==> config.mk <==
export PLATFORM = sky130hd
export DESIGN_NAME = i2s_rx
export DESIGN_NICKNAME = d
export VERILOG_FILES = /design/src/rtl/i2s_rx.sv
export SDC_FILE = /design/constraint.sdc
export NUM_CORES = 1
export LEC_CHECK = 0
export CAP_MARGIN = 20
export CORE_ASPECT_RATIO = 2
export CORE_MARGIN = 10
export CORE_UTILIZATION = 45
export CTS_BUF_LIST = sky130_fd_sc_hd__clkbuf_8 sky130_fd_sc_hd__clkbuf_16
export DETAILED_ROUTE_END_ITERATION = 8
export PLACE_DENSITY = 0.68
export REMOVE_ABC_BUFFERS = 1
export SLEW_MARGIN = 10
export SYNTH_ARGS = -nofsm -noshare
export SYNTH_HDL_FRONTEND = slang
export SYNTH_SLANG_ARGS = --single-unit
==> constraint.sdc <==
create_clock -name sclk -period 2.1 [get_ports sclk]
set_clock_uncertainty 0.2 [all_clocks]
set_input_delay 0.21 -clock sclk [delete_from_list [all_inputs] [get_ports sclk]]
set_output_delay 0.21 -clock sclk [all_outputs]
set_load 0.02 [all_outputs]
==> src/rtl/i2s_rx.sv <==
// I2S receiver: deserialises left/right slots into a stereo pair with a valid/ready handshake.
// Define I2S_RX_FRAME_CHECK_EN to enable slot-length checking and the frame_err pulse.
module i2s_rx #(
    parameter int AUDIO_DW  = 24,
    parameter int SLOT_BITS = 32
) (
    input  logic                sclk,
    input  logic                rst,
    input  logic                lrclk,
    input  logic                sdata,
    output logic [AUDIO_DW-1:0] left_chan,
    output logic [AUDIO_DW-1:0] right_chan,
    output logic                out_valid,
    input  logic                out_ready,
    output logic                overrun,
    output logic                frame_err
);

    localparam int CW = $clog2(AUDIO_DW + 1);
    localparam logic [CW-1:0] CNT_MAX  = CW'(AUDIO_DW);
    localparam logic [CW-1:0] CNT_LAST = CW'(AUDIO_DW - 1);

    typedef enum logic [1:0] {SYNC, LEFT, RIGHT} state_t;

    state_t              state_q, state_d;
    logic                lrclk_q, lrclk_d;
    logic [CW-1:0]       bit_cnt_q, bit_cnt_d;
    logic [AUDIO_DW-1:0] shift_q, shift_d;
    logic [AUDIO_DW-1:0] left_hold_q, left_hold_d;
    logic                left_have_q, left_have_d;
    logic                frame_done_q, frame_done_d;
    logic [AUDIO_DW-1:0] left_chan_q, left_chan_d;
    logic [AUDIO_DW-1:0] right_chan_q, right_chan_d;
    logic                out_valid_q, out_valid_d;
    logic                overrun_q, overrun_d;
    logic                lr_edge;
    logic                slot_err;
    logic                load;
    logic [AUDIO_DW-1:0] shifted;

`ifdef I2S_RX_FRAME_CHECK_EN
    localparam int SW = $clog2(SLOT_BITS + 2);
    localparam logic [SW-1:0] SLOT_LEN = SW'(SLOT_BITS);

    logic [SW-1:0] slot_cnt_q, slot_cnt_d;
    logic          frame_err_q, frame_err_d;
`endif

    always_comb begin
        state_d      = state_q;
        lrclk_d      = lrclk;
        bit_cnt_d    = bit_cnt_q;
        shift_d      = shift_q;
        left_hold_d  = left_hold_q;
        left_have_d  = left_have_q;
        frame_done_d = 1'b0;
        left_chan_d  = left_chan_q;
        right_chan_d = right_chan_q;
        out_valid_d  = out_valid_q;
        overrun_d    = overrun_q;
        lr_edge      = (lrclk != lrclk_q);
        shifted      = {shift_q[AUDIO_DW-2:0], sdata};
        slot_err     = 1'b0;
`ifdef I2S_RX_FRAME_CHECK_EN
        frame_err_d = 1'b0;
        slot_cnt_d  = slot_cnt_q;
        if (lr_edge) begin
            slot_cnt_d = SW'(1);
        end else if (slot_cnt_q <= SLOT_LEN) begin
            slot_cnt_d = slot_cnt_q + SW'(1);
        end
        if (state_q != SYNC) begin
            slot_err = lr_edge ? (slot_cnt_q != SLOT_LEN) : (slot_cnt_q == SLOT_LEN);
        end
        frame_err_d = slot_err;
`endif

        if (slot_err) begin
            state_d     = SYNC;
            left_have_d = 1'b0;
            bit_cnt_d   = '0;
        end else begin
            case (state_q)
                SYNC: begin
                    left_have_d = 1'b0;
                    if (lr_edge && !lrclk) begin
                        state_d   = LEFT;
                        bit_cnt_d = '0;
                    end
                end
                LEFT, RIGHT: begin
                    // The sdata seen at the edge-detect posedge is the I2S delay bit and is dropped.
                    if (lr_edge) begin
                        state_d   = lrclk ? RIGHT : LEFT;
                        bit_cnt_d = '0;
                    end else if (bit_cnt_q < CNT_MAX) begin
                        shift_d   = shifted;
                        bit_cnt_d = bit_cnt_q + CW'(1);
                        if (bit_cnt_q == CNT_LAST) begin
                            if (state_q == LEFT) begin
                                left_hold_d = shifted;
                                left_have_d = 1'b1;
                            end else begin
                                frame_done_d = left_have_q;
                            end
                        end
                    end
                end
                default: state_d = SYNC;
            endcase
        end

        // shift_q still holds the right word here: the next lrclk edge cannot precede this load.
        load = frame_done_q && !slot_err && (!out_valid_q || out_ready);
        if (load) begin
            left_chan_d  = left_hold_q;
            right_chan_d = shift_q;
            out_valid_d  = 1'b1;
        end else begin
            if (frame_done_q && !slot_err) begin
                overrun_d = 1'b1;
            end
            if (out_ready) begin
                out_valid_d = 1'b0;
            end
        end
    end

    always_ff @(posedge sclk) begin
        if (rst) begin
            state_q      <= SYNC;
            lrclk_q      <= 1'b1;
            bit_cnt_q    <= '0;
            shift_q      <= '0;
            left_hold_q  <= '0;
            left_have_q  <= 1'b0;
            frame_done_q <= 1'b0;
            left_chan_q  <= '0;
            right_chan_q <= '0;
            out_valid_q  <= 1'b0;
            overrun_q    <= 1'b0;
`ifdef I2S_RX_FRAME_CHECK_EN
            slot_cnt_q   <= '0;
            frame_err_q  <= 1'b0;
`endif
        end else begin
            state_q      <= state_d;
            lrclk_q      <= lrclk_d;
            bit_cnt_q    <= bit_cnt_d;
            shift_q      <= shift_d;
            left_hold_q  <= left_hold_d;
            left_have_q  <= left_have_d;
            frame_done_q <= frame_done_d;
            left_chan_q  <= left_chan_d;
            right_chan_q <= right_chan_d;
            out_valid_q  <= out_valid_d;
            overrun_q    <= overrun_d;
`ifdef I2S_RX_FRAME_CHECK_EN
            slot_cnt_q   <= slot_cnt_d;
            frame_err_q  <= frame_err_d;
`endif
        end
    end

    assign left_chan  = left_chan_q;
    assign right_chan = right_chan_q;
    assign out_valid  = out_valid_q;
    assign overrun    = overrun_q;
`ifdef I2S_RX_FRAME_CHECK_EN
    assign frame_err  = frame_err_q;
`else
    assign frame_err  = 1'b0;
`endif

endmodule

# Word level (Yosys, flattened, before mapping)

Cells that the tools add are included.

Logic and storage cells: 60
Bits in registers: 108
Output and inout bits: 51
Input bits: 5

Bitwise logic cells: 5
Add/subtract/negate cells: 1
Order comparisons: 1
Multiplexer cells: 15
Reduce and logical (&&, ||, !) cells: 16
Eq/ne operators: 11

Operator list:

| kind                                                 | number |
|---|---|
| 2-to-1 mux 5 bit                                     | 3 |
| != test 2 bit (second input constant)                | 6 |
| one-hot mux 5 bit (2 select lines)                   | 1 |
| AND reduction 5 bit                                  | 2 |
| 2-to-1 mux 1 bit                                     | 6 |
| 2-to-1 mux 2 bit                                     | 3 |
| AND reduction 3 bit                                  | 2 |
| OR reduction 6 bit                                   | 1 |
| adder 5 x 1 -> 5 bit (second input constant)         | 1 |
| equality test 5 bit (second input constant)          | 1 |
| less-than comparator 5 bit (second input constant)   | 1 |
| NOT 1 bit                                            | 5 |
| one-hot mux 2 bit (2 select lines)                   | 1 |
| AND reduction 2 bit                                  | 2 |
| nonzero test 2 bit                                   | 2 |
| != test 3 bit (second input constant)                | 1 |
| equality test 2 x 1 -> 1 bit (second input constant) | 1 |
| equality test 2 bit (second input constant)          | 1 |
| logical AND 1 bit                                    | 2 |
| zero test 1 bit                                      | 2 |
| zero test 2 bit                                      | 1 |
| one-hot mux 1 bit (2 select lines)                   | 1 |
| OR reduction 2 bit                                   | 1 |
| logical OR 1 bit                                     | 1 |
| != test 1 bit                                        | 1 |

# Depth between registers and ports, before layout

Depth after elaboration: 6
Gate-level depth with buffers: 8
Mapped depth without buffers: 5

# Least setup slack after synthesis

No wires, ideal clock.

Path kind: register to register
Start point: reg state_q[0]
End point: reg bit_cnt_q[1]
Setup slack: 0.214 ns
Period minus slack after synthesis: 1.886 ns
Data required time: 1.830 ns
Cell stages (with the launch flop): 7
Data arrival time: 1.616 ns
Setup time: 0.070 ns
Path buffers: 1
Path through: dfxtp_1 > inv_1 > ha_1 > buf_2 > nand2_1 > or4b_1 > a21oi_1

Cells in the longest elaborated chain, start to end: 4
Elaborated cells on any way between the ends: 9
Those cells by class: 4 x eq/ne; 1 x mux; 4 x reduce/logical

Ends and longest elaborated chain:

| item                                                                 | RTL line | source |
|---|---|---|
| start, declared                                                      | 25       | `state_t state_q, state_d;` |
| start signal, assigned                                               | 147      | `state_q <= state_d;` |
| equality test 2 x 1 -> 1 bit or equality test 2 bit (tied branches)  | 83       | `case (state_q)` |
| OR reduction 2 bit                                                   | 83       |  |
| != test 3 bit (no source line) or nonzero test 2 bit (tied branches) | n/a      |  |
| AND reduction 3 bit (no source line)                                 | n/a      |  |
| end signal, assigned                                                 | 149      | `bit_cnt_q <= bit_cnt_d;` |
| end, declared                                                        | 27       | `logic [CW-1:0] bit_cnt_q, bit_cnt_d;` |

Several ways; a longest one is shown, not always the timed one.
A chain may end at the register's enable or synchronous reset.

# Worst setup path in the final report

Start point: reg state_q[0]
End point: reg bit_cnt_q[2]

Same word-level chain as after synthesis.

==> flow_metrics.py <==
metrics = {
    "yosys": {
        "yosysWarningCount": 0,
        "synth_adder_area_share_pct": 2.05,
        "synth_cell_types": 35,
        "yosys.area_share.simple_pct": 15.6,
        "syn_inst": 518,
        "synth_top_family_by_area": "compound AO/OA/AOI/OAI gates",
        "syn_area_per_cell_um2": 8.26,
        "ys.flop_type": "dfxtp_1",
        "synth_top_area_share_pct": 50.6,
        "syn_area_um2": 4280,
        "synth-compound-area-share_pct": 25.5,
        "synth_area_leader_cell": "dfxtp_1",
        "synth-edff-count": 0,
        "muxShareOfSynthArea_pct": 0.234,
        "async_reset_ff_share_pct": 0,
        "yosys_register_bits": 108,
        "yosysSeqAreaShare_pct": 50.6,
        "netlist_top_cells_area": "dfxtp_1 (51%), a21oi_1 (12%), nand3_1 (12%)",
        "synth_xor_area_share_pct": 0,
    },
    "cts": {
        "cts_hold_buf": 0,
        "cts_buffers": 9,
        "clk_path_buf_depth": 2,
        "cts_resized": 1,
        "clock-root-buffer": "clkbuf_16",
        "clk_latency_ps": 340,
        "clkSinkCount": 108,
        "cts.clk_slew.worst_paths_ps": 60,
        "cts_tree": "done",
        "post_cts_buffers": 0,
        "htree_levels": 3,
    },
    "worst_setup_path": {
        "path_class": "reg -> reg",
        "r2r_cells": 5,
        "cpLargestDelayFamily": "simple AND/OR/NAND/NOR gates",
        "crit_path_start_kind": "flip-flop",
        "cp-end-kind": "flip-flop",
        "cp.arrival_ps": 2030,
        "crit_buf_inv": 1,
        "path_max_fanout": 10,
        "cp.depth": 5,
        "regToRegEndpoint": "bit_cnt_q[2]",
        "critPathMaxStageDelay_ps": 490,
        "ff2ff_setup_slack_ps": 140,
        "worstReg2RegStart": "state_q[0]",
        "cp_slowest_cell": "or4_1",
        "crit_chain": "inv_1 > ha_4 > mux2i_2 > or4_1 > a21oi_1",
        "cp.required_ps": 2170,
    },
    "sta": {
        "finalCritPeriodShare_pct": 93.4,
        "finalSetupViolCount": 0,
        "drv_slew": 0,
        "rsz0062_at_grt": "false",
        "fmax_mhz": 510,
        "fin_crit_ps": 1960,
        "final-hold-violation-count": 0,
    },
    "die": {
        "pin_count": 56,
        "row_count": 50,
        "die_h_um": 158,
        "dieArea_um2": 14000,
        "core_um2": 9320,
        "die_w_um": 88.9,
        "initial_core_util_pct": 45.9,
    },
    "route": {
        "wl_per_cell_um": 16.3,
        "drc": 0,
        "via_per_inst": 5.92,
        "drt_iter0_drc": 399,
        "ant_nets": 0,
        "via_count": 3879,
        "first_pass_iters": 7,
        "wirelength_um": 10700,
    },
    "finish": {
        "drive_gt1_share_pct": 6.90,
        "post-route-util_pct": 56.0,
        "fin_nets": 559,
        "syn_to_final_growth_pct": 22.1,
        "fillCellCount": 905,
        "final_cells": 655,
        "antenna_cells": 0,
    },
    "global_route": {
        "grt_first_pass_wirelength_um": 17900,
        "grt_max_degree": 59,
        "antenna_found_initial": 0,
        "grt_overflow": 0,
        "grt_usage_pct": 15.9,
        "met2_usage_pct": 28.9,
        "use_met3_pct": 3.14,
        "grt_pass1_vias": 3871,
        "busiest_layer": "met2",
        "grtUsageMet1_pct": 16.6,
    },
    "placed_design": {
        "placed_cells": 640,
        "gp_congestion": 0.806,
        "port_buffers": 54,
        "place_hpwl_um": 7000,
    },
    "power": {
        "p_leak_nw": 1.69,
        "peakVddDrop_uv": 461,
        "cellPowerDensity_nw_per_um2": 793,
        "total_power_w": 0.00414,
    },
    "status": {
        "status": "completed",
    },
    "hold_path": {
        "hold_end": "bit_cnt_q[0]",
        "hp-class": "in -> reg",
        "min-delay-start": "rst",
        "min_path_cells": 2,
    },
    "run": {
        "maxCapViolCount": 0,
    },
}
-- worst max path at each step --
stage                             from      endpoint  slack, ps
final                       state_q[0]  bit_cnt_q[2]        140
after global routing        state_q[1]  bit_cnt_q[2]         40
after CTS                   state_q[0]  bit_cnt_q[2]         30
after detailed placement         lrclk  bit_cnt_q[1]        -70
after global placement           lrclk  bit_cnt_q[4]        -30
after floorplan           frame_done_q  left_chan[0]       -350
-- layout by cell type, fill, tap and decap left out, drive strengths merged --
cell	n
nand3	99
nand2	6
o2111ai	1
and2	2
mux2i	1
conb	1
dfxtp	108
nor2	4
clkinv	1
clkbuf	10
or4b	1
buf	20
and4b	1
nand2b	2
a2111oi	1
nand4b	1
bufinv	1
and3	1
ha	7
o31ai	3
and4	1
a21oi	104
o32ai	1
or4	2
inv	10
nand4	1
clkdlybuf4s50	53
o21ba	1
or3	1
nor3	1
nor2b	4
o21ai	100
a211o	1
-- synth_stat cells (all sizes together), types with 2 or more instances --
library cell / count
nor2b: 4
inv: 7
nand2: 6
nor2: 4
ha: 7
o31ai: 3
clkbuf: 40
or4: 2
nand3: 99
nand2b: 2
o21ai: 100
buf: 15
dfxtp: 108
and2: 2
a21oi: 104
-- kinds of logic (layout without fill, tap and decap cells) --
logic type | after synthesis | in the layout
AOI/OAI and AO/OA | 212 | 212
muxes | 1 | 1
DFF | 108 | 108
other | 1 | 1
adders and majority gates | 7 | 7
and+or+nand+nor | 127 | 127
buffers and inverters | 62 | 95
-- report_power, final --
group	leakage (nW)	switching [W]	internal, W
clock network	0.152	0.000702	0.000936
logic	0.668	0.000264	0.000155
registers	0.870	0.0000192	0.00207
-- per-layer routing --
metal | vias up | part of all wire (%)
met3 | 29 | 5.3
met4 | 0 | 3.0
met1 | 1849 | 37
met5 | - | 0
met2 | 93 | 55
li1 | 1908 | -
-- metrics by stage --
stage / TNS (ps) / instance area [µm²] / worst slack, ps / hold slack (ps)
finish: 0 / 5220 / 138 / 108
floorplan: -17170 / 4040 / -352 / 79.1
global route: 0 / 5220 / 41.9 / 132
global placement: -54.0 / 4920 / -25.4 / 233
detailed placement: -146 / 4920 / -71.1 / 238
CTS: 0 / 5210 / 29.6 / 110
-- cell type report --
| cell class | instances | area [µm²] | share of cell area, % |
|---|---|---|---|
| Timing Repair Buffer | 73 | 741 | 14.2 |
| Inverter | 7 | 26.3 | 0.503 |
| Clock buffer | 10 | 239 | 4.58 |
| Clock inverter | 5 | 46.3 | 0.887 |
| Sequential cell | 108 | 2160 | 41.4 |
| Multi-Input combinational cell | 348 | 1880 | 35.9 |
| Tap cell | 104 | 130 | 2.49 |
-- worst reg2reg max path, cell delays in order, from the launching register on --
cell	delay, ps
dfxtp_1	410
inv_1	120
ha_4	330
mux2i_2	150
or4_1	490
a21oi_1	190
-- sequential cells by signal, indices dropped and copies added, names as in the netlist --
register and count:
shift_q 24, bit_cnt_q 5, right_chan 24, lrclk_q 1, out_valid 1, left_chan 24, state_q 2, overrun 1
left_hold_q 24, left_have_q 1, frame_done_q 1
(Power assumes the default switching activity.)
